**src/rtl/riscv_mem_pkg.sv**
```systemverilog
`timescale 1ns/1ps
// Shared load/store definitions: FSM states, RISC-V funct3 size codes and
// request legality helpers used by the data memory controller.
package riscv_mem_pkg;

    typedef enum logic [1:0] {
        IDLE   = 2'd0,
        ACCESS = 2'd1,
        RESP   = 2'd2
    } mem_state_t;

    localparam logic [2:0] F3_B  = 3'b000;
    localparam logic [2:0] F3_H  = 3'b001;
    localparam logic [2:0] F3_W  = 3'b010;
    localparam logic [2:0] F3_BU = 3'b100;
    localparam logic [2:0] F3_HU = 3'b101;

    // Unsigned variants only make sense for loads.
    function automatic logic legal_size(input logic [2:0] funct3, input logic is_store);
        logic ok;
        case (funct3)
            F3_B, F3_H, F3_W: ok = 1'b1;
            F3_BU, F3_HU:     ok = !is_store;
            default:          ok = 1'b0;
        endcase
        return ok;
    endfunction

    function automatic logic is_aligned(input logic [2:0] funct3, input logic [1:0] addr_lo);
        logic ok;
        case (funct3[1:0])
            2'b01:   ok = !addr_lo[0];
            2'b10:   ok = (addr_lo == 2'b00);
            default: ok = 1'b1;
        endcase
        return ok;
    endfunction

endpackage

```
**src/rtl/load_align.sv**
```systemverilog
`timescale 1ns/1ps
// Combinational load formatter: picks the addressed byte/halfword lane from an
// SRAM word and sign- or zero-extends it according to funct3.
module load_align
    import riscv_mem_pkg::*;
#(
    parameter int DATA_W = 32
) (
    input  logic [DATA_W-1:0] i_rdata,
    input  logic [1:0]        i_addr_lo,
    input  logic [2:0]        i_funct3,
    output logic [DATA_W-1:0] o_ld_data_next
);

    logic [7:0]  w_byte;
    logic [15:0] w_half;

    assign w_byte = i_rdata[{i_addr_lo, 3'b000} +: 8];
    assign w_half = i_rdata[{i_addr_lo[1], 4'b0000} +: 16];

    always_comb begin
        o_ld_data_next = i_rdata;
        case (i_funct3)
            F3_B:    o_ld_data_next = {{(DATA_W-8){w_byte[7]}}, w_byte};
            F3_BU:   o_ld_data_next = {{(DATA_W-8){1'b0}}, w_byte};
            F3_H:    o_ld_data_next = {{(DATA_W-16){w_half[15]}}, w_half};
            F3_HU:   o_ld_data_next = {{(DATA_W-16){1'b0}}, w_half};
            default: o_ld_data_next = i_rdata;
        endcase
    end

endmodule

```
**src/rtl/data_mem_ctrl.sv**
```systemverilog
`timescale 1ns/1ps
// Load/store unit between the core memory port and a synchronous word SRAM.
// Each legal request runs IDLE -> ACCESS -> RESP, stalling the core for two cycles.
module data_mem_ctrl
    import riscv_mem_pkg::*;
#(
    parameter int DATA_W  = 32,
    parameter int ADDR_W  = 9,
    parameter int WORD_AW = ADDR_W - 2
) (
    input  logic               clk,
    input  logic               reset,
    input  logic               req_rd,
    input  logic               req_wr,
    input  logic [ADDR_W-1:0]  req_addr,
    input  logic [2:0]         req_funct3,
    input  logic [DATA_W-1:0]  req_wdata,
    output logic               stall,
    output logic [DATA_W-1:0]  ld_data,
    output logic               ld_valid,
    output logic               err,
    output logic               mem_en,
    output logic               mem_we,
    output logic [3:0]         mem_be,
    output logic [WORD_AW-1:0] mem_addr,
    output logic [DATA_W-1:0]  mem_wdata,
    input  logic [DATA_W-1:0]  mem_rdata
);

    mem_state_t          r_state;
    logic                r_is_store;
    logic [1:0]          r_addr_lo;
    logic [2:0]          r_funct3;
    logic                r_ld_valid;
    logic [DATA_W-1:0]   r_ld_hold;
    logic                r_err;
    logic                r_mem_en;
    logic                r_mem_we;
    logic [3:0]          r_mem_be;
    logic [WORD_AW-1:0]  r_mem_addr;
    logic [DATA_W-1:0]   r_mem_wdata;

    logic                w_req;
    logic                w_legal;
    logic [3:0]          w_be_st;
    logic [DATA_W-1:0]   w_wdata_st;
    logic [DATA_W-1:0]   w_ld_next;

    assign w_req   = req_rd | req_wr;
    assign w_legal = (req_rd ^ req_wr)
                   & legal_size(req_funct3, req_wr)
                   & is_aligned(req_funct3, req_addr[1:0]);

    always_comb begin
        w_be_st    = 4'b1111;
        w_wdata_st = req_wdata;
        case (req_funct3[1:0])
            2'b00: begin
                w_be_st    = 4'b0001 << req_addr[1:0];
                w_wdata_st = {4{req_wdata[7:0]}};
            end
            2'b01: begin
                w_be_st    = 4'b0011 << req_addr[1:0];
                w_wdata_st = {2{req_wdata[15:0]}};
            end
            default: begin
                w_be_st    = 4'b1111;
                w_wdata_st = req_wdata;
            end
        endcase
    end

    load_align #(.DATA_W(DATA_W)) u_load_align (
        .i_rdata        (mem_rdata),
        .i_addr_lo      (r_addr_lo),
        .i_funct3       (r_funct3),
        .o_ld_data_next (w_ld_next)
    );

    always_ff @(posedge clk or negedge reset) begin
        if (!reset) begin
            r_state     <= IDLE;
            r_is_store  <= 1'b0;
            r_addr_lo   <= 2'b00;
            r_funct3    <= 3'b000;
            r_ld_valid  <= 1'b0;
            r_ld_hold   <= '0;
            r_err       <= 1'b0;
            r_mem_en    <= 1'b0;
            r_mem_we    <= 1'b0;
            r_mem_be    <= 4'b0000;
            r_mem_addr  <= '0;
            r_mem_wdata <= '0;
        end else begin
            r_err <= 1'b0;
            case (r_state)
                IDLE: begin
                    if (w_req && w_legal) begin
                        r_is_store  <= req_wr;
                        r_addr_lo   <= req_addr[1:0];
                        r_funct3    <= req_funct3;
                        r_mem_en    <= 1'b1;
                        r_mem_we    <= req_wr;
                        r_mem_addr  <= req_addr[ADDR_W-1:2];
                        r_mem_be    <= req_wr ? w_be_st : 4'b1111;
                        r_mem_wdata <= req_wr ? w_wdata_st : '0;
                        r_state     <= ACCESS;
                    end else if (w_req) begin
                        r_err <= 1'b1;
                    end
                end
                ACCESS: begin
                    r_mem_en   <= 1'b0;
                    r_mem_we   <= 1'b0;
                    r_ld_valid <= !r_is_store;
                    r_state    <= RESP;
                end
                RESP: begin
                    if (r_ld_valid)
                        r_ld_hold <= w_ld_next;
                    r_ld_valid <= 1'b0;
                    r_state    <= IDLE;
                end
                default: r_state <= IDLE;
            endcase
        end
    end

    // SRAM read data only arrives in RESP, so the formatted lane is shown
    // directly then; the last result is held for the idle cycles after.
    assign ld_data   = r_ld_valid ? w_ld_next : r_ld_hold;
    assign ld_valid  = r_ld_valid;
    assign err       = r_err;
    assign mem_en    = r_mem_en;
    assign mem_we    = r_mem_we;
    assign mem_be    = r_mem_be;
    assign mem_addr  = r_mem_addr;
    assign mem_wdata = r_mem_wdata;
    assign stall     = ((r_state == IDLE) & w_req & w_legal) | (r_state == ACCESS);

endmodule

```
**config.mk**
```make
export PLATFORM = sky130hd
export DESIGN_NAME = data_mem_ctrl
export DESIGN_NICKNAME = d
export VERILOG_FILES = /design/src/rtl/riscv_mem_pkg.sv /design/src/rtl/load_align.sv /design/src/rtl/data_mem_ctrl.sv
export SDC_FILE = /design/constraint.sdc
export NUM_CORES = 1
export LEC_CHECK = 0
export ABC_CLOCK_PERIOD_IN_PS = 2950
export BUFFER_PORTS_ARGS = -buffer_cell sky130_fd_sc_hd__clkbuf_2
export CORE_UTILIZATION = 45
export CTS_CLUSTER_DIAMETER = 100
export DETAILED_ROUTE_END_ITERATION = 12
export MAX_ROUTING_LAYER = met4
export PLACE_DENSITY = 0.72
export SLEW_MARGIN = 25
export SYNTH_ARGS = -nofsm -noshare
export SYNTH_HDL_FRONTEND = slang
export SYNTH_SLANG_ARGS = --single-unit
```
**constraint.sdc**
```tcl
create_clock -name clk -period 2.95 [get_ports clk]
set_input_delay 0.295 -clock clk [delete_from_list [all_inputs] [get_ports clk]]
set_output_delay 0.295 -clock clk [all_outputs]
set_load 0.02 [all_outputs]
```
Yosys cells after proc, flatten, opt, wreduce, memory -nomap -nowiden
Index checks and enable logic that the tools add are counted.
{ "op_classes": {"div_mod_pow": 0, "n_mux": 18, "add_sub_neg": 0, "n_lt_le_gt_ge": 0, "multipliers": 0, "n_shift": 4, "n_eq_ne": 12, "reduce_logical": 15, "bitwise_logic": 7} }
{ "op_table": {"columns": ["op", "count"], "rows": [
  ["$pmux 32 s4", 1],
  ["$mux 32", 2],
  ["$pmux 32 s2", 1],
  ["$shiftx 32x6->16", 1],
  ["$shiftx 32x6->8", 1],
  ["$eq 3x3->1 const B", 4],
  ["$pmux 1 s2", 5],
  ["$pmux 4 s2", 1],
  ["$eq 3x1->1 const B", 2],
  ["$logic_not 2->1", 3],
  ["$logic_not 3->1", 2],
  ["$mux 1", 5],
  ["$and 1x1->1", 4],
  ["$eq 2x1->1 const B", 2],
  ["$eq 2x2->1 const B", 2],
  ["$mux 4", 1],
  ["$pmux 2 s2", 1],
  ["$reduce_and 2->1", 2],
  ["$reduce_bool 2->1", 2],
  ["$shl 1x2->4 const A", 1],
  ["$shl 2x2->4 const A", 1],
  ["$eq 3x2->1 const B", 1],
  ["$logic_not 1->1", 3],
  ["$reduce_or 3->1", 1],
  ["6 further kinds", 7]
]} }
{ "word_totals": {"out_inout_bits": 80, "latch_bits": 0, "rom_bits": 0, "n_memories": 0, "regBits": 87, "word_cells": 68, "ramBits": 0, "inputBits": 80} }

Depth between registers and ports, before layout
Gate-level depths: netlist of the first run.
{ "logic_depth": {"depth_word": 8, "mapped_depth": 9, "depth_no_buf": 6} }

By module
A second synthesis of the first run with hierarchy kept.
{ "hier_totals": {"cells_unflattened": 461, "area_unflattened_um2": 4918.5} }
{ "modules_own_cells": {"columns": ["module", "seq_area_each_um2", "area_per_inst_um2", "cells_each", "instances"], "rows": [
  ["data_mem_ctrl", 2177.1, 4290.4, 352, 1],
  ["load_align", 0.0, 628.1, 109, 1]
]} }

Worst setup path before layout of the first run
OpenSTA, ideal clock, no wires.
{ "synth_path": {"kind": "input to output", "start": "in req_wr", "end": "out stall", "t_arrival_ns": 2.226, "setup_slack_ns": 0.429, "required_ns": 2.655, "n_path_buf": 3, "cell_stages": 9, "cell_sequence": "buf_2 inv_2 clkbuf_1 ha_1 nor2b_1 a32oi_4 nor3_4 buf_6 or2_2"} }
{ "synth_between": {"elab_chain_cells": 6, "word_cells_on_any_way": 9, "classes_between": "mux (1); bitwise (7); reduce/logical (1)"} }
{ "synth_lines": {"columns": ["item", "line_no", "source"], "rows": [
  ["start: declaration", "data_mem_ctrl.sv:14", "input logic req_wr,"],
  ["$logic_not 1->1", "riscv_mem_pkg.sv:23", "F3_BU, F3_HU: ok = !is_store;"],
  ["$pmux 1 s2", "riscv_mem_pkg.sv:21", "case (funct3)"],
  ["$and 1x1->1", "data_mem_ctrl.sv:51", "& legal_size(req_funct3, req_wr)"],
  ["$and 1x1->1", "data_mem_ctrl.sv:52", "& is_aligned(req_funct3, req_addr[1:0]);"],
  ["$and 1x1->1 *", "data_mem_ctrl.sv:139", "assign stall = ((r_state == IDLE) & w_req & w_legal) | (r_state == ACCESS);"],
  ["$or 1x1->1 *", "data_mem_ctrl.sv:139", null],
  ["end: declaration", "data_mem_ctrl.sv:18", "output logic stall,"]
]} }
Mark *: on every way between the ends. The rest lies on a longest branch, timed or not.

Worst setup path after layout of the first run
{ "layout_path": {"start": "reg r_addr_lo[1]", "end": "out ld_data[17]"} }
{ "layout_between": {"elab_chain_cells": 3, "word_cells_on_any_way": 4, "classes_between": "shift (2); mux (2)"} }
{ "layout_lines": {"columns": ["item", "line_no", "source"], "rows": [
  ["start: declaration", "data_mem_ctrl.sv:32", "logic [1:0] r_addr_lo;"],
  ["start signal: assignment", "data_mem_ctrl.sv:100", "r_addr_lo <= req_addr[1:0];"],
  ["$shiftx 32x6->16 / $shiftx 32x6->8 (equally long branches)", "load_align.sv:19, load_align.sv:18", null],
  ["$pmux 32 s4 *", "load_align.sv:23", "case (i_funct3)"],
  ["$mux 32 *", null, null],
  ["end: declaration", "data_mem_ctrl.sv:19", "output logic [DATA_W-1:0] ld_data,"]
]} }
Marks and branches as above.

==> impl_metrics.toml, run 1 <==
[critical_path]
crit_chain = "buf_4 > mux2_2 > nand3b_1 > a211o_1 > nand2_1 > clkbuf_2"
crit_start = "r_addr_lo[1]$_DFFE_PN0P_"
r2r_start = "r_state[1]$_DFFE_PN0P_"
startpoint_type = "flip-flop"
cp_data_required_time_ns = 2.65
endpoint_kind = "output port"
crit_slowest_cell = "a211o_1"
path_buf_inv = 2
critical_path_arrival_ns = 2.30
path_delay_family = "compound AO/OA/AOI/OAI gates"
critPathMaxFanout = 19
path_class = "flip-flop to output port"
cpPeakStageDelay_ns = 0.50

[cts]
cts_buffers = 9
cts_root_buffer = "clkbuf_8"
ctsResizeCount = 0
post_cts_buffers = 0
path_clk_slew_ns = 0.09
cts_tree = "done"
clk-insertion-delay-late_ns = 0.37
clk_path_buf_depth = 2
hold_buffers = 0
cts_sinks = 87
htreeDepth = 3

[die]
rows = 38
fp.coreArea_mm2 = 0.0109
dieArea_mm2 = 0.0117
ioPinCount = 160
die_w_um = 108
start_util = 0.465
die_h_um = 108

[synth]
yosys_warnings = 0
synth_enable_flop_cells = 0
ys_seq_elements = 87
ys.flop_type = "dfrtp_1"
post_synth.cell_area_avg_um2 = 9.41
synth_cells = 538
syn_nets = 625
ys_types = 42
syn_area_mm2 = 0.00506
synth-async-reset-ratio = 1.00
yosysSeqAreaShare = 0.430

[layout]
drive_above_1_share = 0.359
fin_nets = 770
diodes = 0
fin_util = 0.564
area_growth_pct = 21.3

[route]
drt_first_pass_iters = 5
wl_um = 13600
wl_per_cell_um = 16.4
drt_iter0_drc = 344
viasPerCell = 5.56
final_antenna_net_count = 0
num_vias = 4605
drc = 0

[sta]
rsz0062_at_grt = "no"
relSlewSlack = 0.426
finalMaxSlewViolations = 0
finalCriticalPeriod_ns = 2.60
period_share = 0.880
setup_violations = 0
max_freq_mhz = 385
hold_viol_final = 0
fin_setup_tns_ns = 0
skew_ns = 0.00974
worst_pin_slew_ns = 0.861

[place]
portBuffers = 159
finalWeightedCongestion = 0.924
dp_hpwl_um = 10000

[worst_hold_path]
worstHoldPathType = "input port to async pin"

[power_and_ir_drop]
ir_drop_mv = 0.566
pwr_density_cell_mw_per_mm2 = 1110
leakagePower_nw = 3.12

[global_routing]
grt_first_pass_wirelength_um = 21400
grt_max_degree = 68
antenna_found_initial = 0
overflow = 0
grt_pass1_vias = 4403
grt_usage = 0.244

[job]
cap_violations = 0

[run_status]
status = "complete, no violations"
[per-stage QoR]
stage          power (mW)  hold WS [ns]  area (um^2)  std cells  setup slack (ns)
2_1_floorplan        4.72     -0.000591         5060        538             0.429
3_3_place_gp         5.85         0.456         5940        812             0.602
3_5_place_dp         5.95         0.461         5940        812             0.502
4_1_cts              6.85        0.0583         6140        828             0.330
5_1_grt              7.27        0.0996         6140        828             0.217
6_report             6.80        0.0362         6140        828             0.353
[registers in the layout, indices dropped and copies added (netlist names)]
register    count
mem_wdata      32
r_ld_hold      32
mem_addr        7
mem_be          4
r_funct3        3
r_addr_lo       2
r_state         2
err             1
ld_valid        1
mem_en          1
mem_we          1
r_is_store      1
[kinds of logic (layout without fill, tap and decap cells)]
kind of cell	count (synthesis)	after routing	synth area share
fa+ha+maj	7	7	0.0173
mux	76	76	0.175
compound gates	129	129	0.177
buf+inv	64	214	0.0583
simple gates	175	175	0.142
flops	87	87	0.430
[per-layer routing]
metal	up-vias	GRT usage	wire length (um)
li1	2159	-	-
met1	2227	0.305	5790
met2	202	0.405	6690
met3	17	0.0356	927
met4	0	0.0841	204
met5	-	-	0
[cells in the final DEF (no fill, tap or decap), drive strengths merged, types with 3 or more instances in the layout]
cell and instances:
a21o 3, a21oi 18, a221o 6, a22oi 16
a2bb2oi 6, buf 13, clkbuf 167, dfrtp 87
ha 7, inv 30, mux2 50, mux2i 25
nand2 124, nand2b 6, nand3b 3, nor2 33
nor2b 4, o211ai 19, o21ai 44, o221ai 6
[report_power, final]
part / internal (mW) / switching, mW
registers: 1.74 / 0.372
logic: 1.47 / 2.35
clock network: 0.404 / 0.477
total: 3.61 / 3.20
[worst paths after layout]
kind / to / cells past startpoint / slack [ns]
min in group clk: mem_addr[4]$_DFFE_PN0P_ / 2 / 0.15
worst max register to register: mem_addr[3]$_DFFE_PN0P_ / 6 / 0.88
worst max-delay path: ld_data[17] / 6 / 0.35
worst min-delay path: r_ld_hold[11]$_DFFE_PN0P_ / 1 / 0.04
worst min register to register: r_ld_hold[13]$_DFFE_PN0P_ / 2 / 0.49
max in group asynchronous: r_ld_hold[19]$_DFFE_PN0P_ / 2 / 2.20
[synth_stat cells, types with 6 or more instances]
| library cell | instances | area, um^2 |
|---|---|---|
| o21ai_0 | 44 | 220 |
| buf_6 | 6 | 67.6 |
| a221o_1 | 6 | 60.1 |
| mux2_4 | 14 | 210 |
| o211ai_1 | 19 | 143 |
| nand2b_1 | 6 | 37.5 |
| o221ai_1 | 6 | 52.6 |
| a22oi_1 | 16 | 120 |
| dfrtp_1 | 87 | 2180 |
| clkbuf_1 | 22 | 82.6 |
| nor2_1 | 33 | 124 |
| mux2_2 | 36 | 405 |
| a2bb2oi_1 | 6 | 52.6 |
| mux2i_1 | 25 | 250 |
| nand2_1 | 124 | 465 |
| a21oi_1 | 17 | 85.1 |
| ha_1 | 7 | 87.6 |
| inv_1 | 26 | 97.6 |
[final cells by class]
cell class,count,area [um^2]
Clock buffer,9,124
Fill cell,979,4750
Inverter,27,101
Multi-Input combinational cell,387,2590
Timing Repair Buffer,171,888
Tap cell,140,175
Clock inverter,7,80.1
Sequential cell,87,2180
Note: power is estimated with default switching activity, not from simulation.
==> inputs of run 2 (changes only) <==
--- a/config.mk
+++ b/config.mk
@@ -15,4 +15,5 @@
 export SLEW_MARGIN = 25
 export SYNTH_ARGS = -nofsm -noshare
 export SYNTH_HDL_FRONTEND = slang
+export SYNTH_HIERARCHICAL = 1
 export SYNTH_SLANG_ARGS = --single-unit
==> impl_metrics.toml, run 2 <==
[power_and_ir_drop]
ir_drop_mv = 0.549
p_total_mw = 6.78
pwr_density_cell_mw_per_mm2 = 1130
leakagePower_nw = 3.00

[synth]
ys_types = 39
yosysMostFrequentCell = "mux2_2"
ys_seq_elements = 87
syn_area_mm2 = 0.00492
synth_common_cells = "mux2_2 (110), dfrtp_1 (87), nand2_1 (80)"
post_synth.cell_area_avg_um2 = 10.7
synth_cells = 461
yosys_warnings = 6
syn_nets = 548
yosysSeqAreaShare = 0.443
ys_top_cells_by_area = "dfrtp_1 (44%), mux2_2 (25%), nand2_1 (6.1%)"
synth_enable_flop_cells = 0
yosys.area.top_type = "dfrtp_1"
ys.flop_type = "dfrtp_1"
yosysTopAreaCellShare = 0.443
synth-async-reset-ratio = 1.00

[route]
viasPerCell = 5.37
num_vias = 4046
wl_um = 12200
drt_first_pass_iters = 4
drc = 0
wl_per_cell_um = 16.2
drt_iter0_drc = 181
final_antenna_net_count = 0

[run_status]
status = "complete, but fails checks"
violations = "hold timing"

[critical_path]
cp_data_required_time_ns = 2.65
reg2reg_depth = 6
crit_start = "r_addr_lo[0]$_DFFE_PN0P_"
path_class = "flip-flop to output port"
reg2reg_slack_ns = 0.60
critical_path_arrival_ns = 2.50
endpoint_kind = "output port"
r2r_start = "r_addr_lo[0]$_DFFE_PN0P_"
r2r_end = "r_ld_hold[27]$_DFFE_PN0P_"
critPathMaxFanout = 16
startpoint_type = "flip-flop"

[die]
dieArea_mm2 = 0.0114
die_h_um = 107
rows = 37
ioPinCount = 160
start_util = 0.470
die_w_um = 107
fp.coreArea_mm2 = 0.0105

[layout]
n_fill_cell = 946
diodes = 0
final_cell_mix = "clkbuf_2 (158), mux2_2 (110), dfrtp_1 (87)"
drive_above_1_share = 0.494
multi_input_area_mm2 = 0.00253
seqCellArea_mm2 = 0.00218
layout_commonest_cell = "clkbuf_2"
fin_nets = 699
area_growth_pct = 22.3

[sta]
setup_violations = 0
fin_setup_tns_ns = 0
skew_ns = 0.0129
hold_viol_final = 20
period_share = 0.947
fin_hold_ws_ns = -0.00918
rsz0062_at_grt = "no"
relSlewSlack = 0.514
finalMaxSlewViolations = 0
finalCriticalPeriod_ns = 2.79
max_freq_mhz = 358
worst_pin_slew_ns = 0.729

[global_routing]
grt_pass1_vias = 3956
met3_usage = 0.0484
overflow = 0
grt-busiest-layer = "met2"
grt_first_pass_wirelength_um = 19400
grt_max_degree = 59
antenna_found_initial = 0
grtUsageMet1 = 0.297
grt_usage = 0.227
grtUsageMet2 = 0.340

[cts]
post_cts_buffers = 0
ctsResizeCount = 0
cts_buffers = 9
clk-insertion-delay-late_ns = 0.36
cts_tree = "done"
cts_sinks = 87
path_clk_slew_ns = 0.09
cts_root_buffer = "clkbuf_8"
htreeDepth = 3
hold_buffers = 0
clk_path_buf_depth = 2

[worst_hold_path]
worstHoldPathType = "input port to async pin"

[job]
cap_violations = 0

[place]
portBuffers = 159
finalWeightedCongestion = 0.872
dp_hpwl_um = 9100
-- run 2: changes by cell type in the layout (fill, tap and decap cells not counted), moves of 11 or more --
cell | before | now
inv_1 | 26 | 15
mux2_2 | 36 | 110
mux2_4 | 14 | 0
mux2i_1 | 25 | 12
nand2_1 | 123 | 80
nor2_1 | 33 | 19
o211ai_1 | 19 | 3
o21ai_0 | 44 | 12
-- run 2: cell type report --
cell class	instances	area share
multi-input combinational	328	0.420
tap	136	0.0283
timing repair buffer	170	0.149
inverter	16	0.00998
sequential	87	0.362
clock inverter	5	0.00957
clock buffer	11	0.0218
-- run 2: power breakdown --
group | switching, mW | internal [mW] | leakage [nW]
Clock | 0.433 | 0.394 | 0.0977
Sequential | 0.312 | 1.74 | 1.08
Combinational | 2.23 | 1.67 | 1.82
Total | 2.98 | 3.81 | 3.00
-- run 2: worst max path at each step --
stage                  end  cells after the start
4_1_cts        ld_data[27]                      6
2_1_floorplan        stall                      8
3_3_place_gp   ld_data[31]                      6
6_report       ld_data[27]                      6
3_5_place_dp   ld_data[27]                      6
5_1_grt        ld_data[27]                      6
-- run 2: logic make-up (layout without fill, tap and decap cells) --
family          after synthesis  count (layout)  synth area share
flops                        87              87             0.443
mux                         125             125             0.285
buf+inv                      46             202            0.0443
compound gates               72              72            0.0987
fa+ha+maj                     7               7            0.0178
simple gates                124             124             0.111
-- run 2: critical path, cell delays in order, from the launching register on --
cell	delay (ns)
dfrtp_1	0.40
mux4_2	0.58
nor3b_4	0.19
o21bai_4	0.41
nand2_1	0.11
mux2_2	0.29
clkbuf_2	0.16
-- run 2: per-layer routing --
metal  up-vias  part of all wire
li1       1909                 -
met1      1958              0.45
met2       147              0.46
met3        32             0.069
met4         0             0.027
met5         -                 0
-- run 2: through the flow --
| step | cell area, um^2 | setup slack (ns) | util | cells |
|---|---|---|---|---|
| 2_1_floorplan | 4920 | 0.579 | - | 461 |
| 3_3_place_gp | 5820 | 0.579 | 0.557 | 737 |
| 3_5_place_dp | 5820 | 0.542 | 0.557 | 737 |
| 4_1_cts | 6010 | 0.119 | 0.575 | 753 |
| 5_1_grt | 6020 | 0.0388 | 0.575 | 753 |
| 6_report | 6020 | 0.156 | 0.575 | 753 |
==> inputs of run 3 (changes only) <==
--- a/config.mk
+++ b/config.mk
@@ -5,6 +5,7 @@
 export SDC_FILE = /design/constraint.sdc
 export NUM_CORES = 1
 export LEC_CHECK = 0
+export ABC_AREA = 1
 export ABC_CLOCK_PERIOD_IN_PS = 2950
 export BUFFER_PORTS_ARGS = -buffer_cell sky130_fd_sc_hd__clkbuf_2
 export CORE_UTILIZATION = 45
==> impl_metrics.toml, run 3 <==
[run_status]
status = "complete, but fails checks"
violations = "hold timing"

[synth]
synth_cells = 729
ys.flop_type = "dfrtp_1"
syn_area_mm2 = 0.00511
yosysMostFrequentCell = "nand2_1"
ys_types = 29
yosysSeqAreaShare = 0.426
yosys.area.top_type = "dfrtp_1"
synth_enable_flop_cells = 0
synth_common_cells = "nand2_1 (291), o21ai_0 (88), dfrtp_1 (87)"
ys_seq_elements = 87
post_synth.cell_area_avg_um2 = 7.01
yosys_warnings = 6
yosysTopAreaCellShare = 0.426
syn_nets = 816
ys_top_cells_by_area = "dfrtp_1 (43%), nand2_1 (21%), o21ai_0 (8.6%)"
synth-async-reset-ratio = 1.00

[layout]
n_fill_cell = 1118
diodes = 0
final_cell_mix = "nand2_1 (291), clkbuf_2 (158), o21ai_0 (88)"
fin_nets = 952
layout_commonest_cell = "nand2_1"
area_growth_pct = 22.0
drive_above_1_share = 0.250
final_area_mm2 = 0.00623

[route]
drc = 0
wl_um = 13700
final_antenna_net_count = 0
drt_iter0_drc = 300
drt_first_pass_iters = 5
num_vias = 5068
wl_per_cell_um = 13.6
viasPerCell = 5.02

[cts]
cts_tree = "done"
clk_path_buf_depth = 2
htreeDepth = 3
cts_buffers = 9
clk-insertion-delay-late_ns = 0.33
cts_root_buffer = "clkbuf_16"
post_cts_buffers = 0
hold_buffers = 0
path_clk_slew_ns = 0.06
cts_sinks = 87
ctsResizeCount = 0

[global_routing]
antenna_found_initial = 0
grt_first_pass_wirelength_um = 22000
grt_usage = 0.249
grt_pass1_vias = 4575
overflow = 0
grt_max_degree = 65

[critical_path]
r2r_start = "r_addr_lo[1]$_DFFE_PN0P_"
critical_path_arrival_ns = 2.33
cp_data_required_time_ns = 2.65
path_class = "flip-flop to output port"
r2r_end = "r_ld_hold[15]$_DFFE_PN0P_"
endpoint_kind = "output port"
reg2reg_slack_ns = 0.84
reg2reg_depth = 10
critPathMaxFanout = 24
startpoint_type = "flip-flop"

[sta]
hold_viol_final = 13
period_share = 0.890
worst_pin_slew_ns = 0.814
relSlewSlack = 0.456
max_freq_mhz = 381
fin_hold_ws_ns = -0.0127
setup_violations = 0
fin_setup_tns_ns = 0
finalMaxSlewViolations = 0
rsz0062_at_grt = "no"
skew_ns = 0.00839
finalCriticalPeriod_ns = 2.63

[power_and_ir_drop]
ir_drop_mv = 0.569
p_total_mw = 7.17
pwr_density_cell_mw_per_mm2 = 1150
leakagePower_nw = 3.52

[die]
fp.coreArea_mm2 = 0.0109
ioPinCount = 160
start_util = 0.467
rows = 38
die_w_um = 109
die_h_um = 109
dieArea_mm2 = 0.0118

[place]
dp_hpwl_um = 10100
dpl_cell_area_mm2 = 0.00594
portBuffers = 159
finalWeightedCongestion = 0.922

[worst_hold_path]
worstHoldPathType = "input port to async pin"

[job]
cap_violations = 0
## run 3: cell types whose count changed after synthesis, sizes merged, moves of 12 or more
cell   change
a21oi     -21
inv       +55
o21ai    +103
mux2i     -12
nor2      +17
buf       +18
nand3     +63
nand2    +211
a22oi     -24
mux2     -111
## run 3: final cells by class
type / count / area (um^2) / share of cell area
Sequential cell: 87 / 2180 / 0.349
Tap cell: 140 / 175 / 0.0281
Inverter: 70 / 263 / 0.0421
Timing Repair Buffer: 168 / 878 / 0.141
Multi-Input combinational cell: 529 / 2450 / 0.393
Clock inverter: 3 / 43.8 / 0.00702
Clock buffer: 12 / 246 / 0.0395
## run 3: cells by family (layout without fill, tap and decap cells)
group                      after synthesis  count (layout)  share of synthesized area
DFF                                     87              87                      0.426
AOI/OAI and AO/OA                      120             120                      0.119
muxes                                    1               1                    0.00220
adders and majority gates                7               7                     0.0171
and+or+nand+nor                        401             401                      0.340
buffers and inverters                  113             253                     0.0948
## run 3: routing by layer
metal	vias to the layer above	share of wire	track usage
met3	12	0.076	0.0506
met5	-	0	-
met1	2314	0.45	0.322
li1	2555	-	-
met4	0	0.012	0.0627
met2	187	0.46	0.401
## run 3: worst max path at each step
stage,to,cells after the start,from
after floorplan,stall,9,req_wr
after CTS,ld_data[28],9,r_addr_lo[1]$_DFFE_PN0P_
after global placement,mem_wdata[28]$_DFFE_PN0P_,10,req_funct3[1]
after detailed placement,mem_wdata[28]$_DFFE_PN0P_,10,req_funct3[1]
after global routing,ld_data[15],9,r_addr_lo[1]$_DFFE_PN0P_
final,ld_data[15],9,r_addr_lo[1]$_DFFE_PN0P_
## run 3: worst max-delay path, cell delays in order, from the launching register on
cell and delay [ns]:
dfrtp_1 0.38, inv_2 0.21, nand2_1 0.11, nand3_1 0.09, nand2_1 0.09, nand2_2 0.49, nand3_1 0.17, nand2_1 0.10
o21ai_0 0.16, clkbuf_2 0.20
## run 3: power by group
group | internal, mW | switching [mW]
Combinational | 1.29 | 2.70
Clock | 0.676 | 0.449
Sequential | 1.73 | 0.328
## run 3: stage by stage
step,util,setup slack [ns],std cells
finish,0.570,0.324,1009
global route,0.570,0.163,1009
CTS,0.570,0.341,1009
detailed placement,0.544,0.478,994
global placement,0.544,0.579,994
floorplan,-,0.973,729
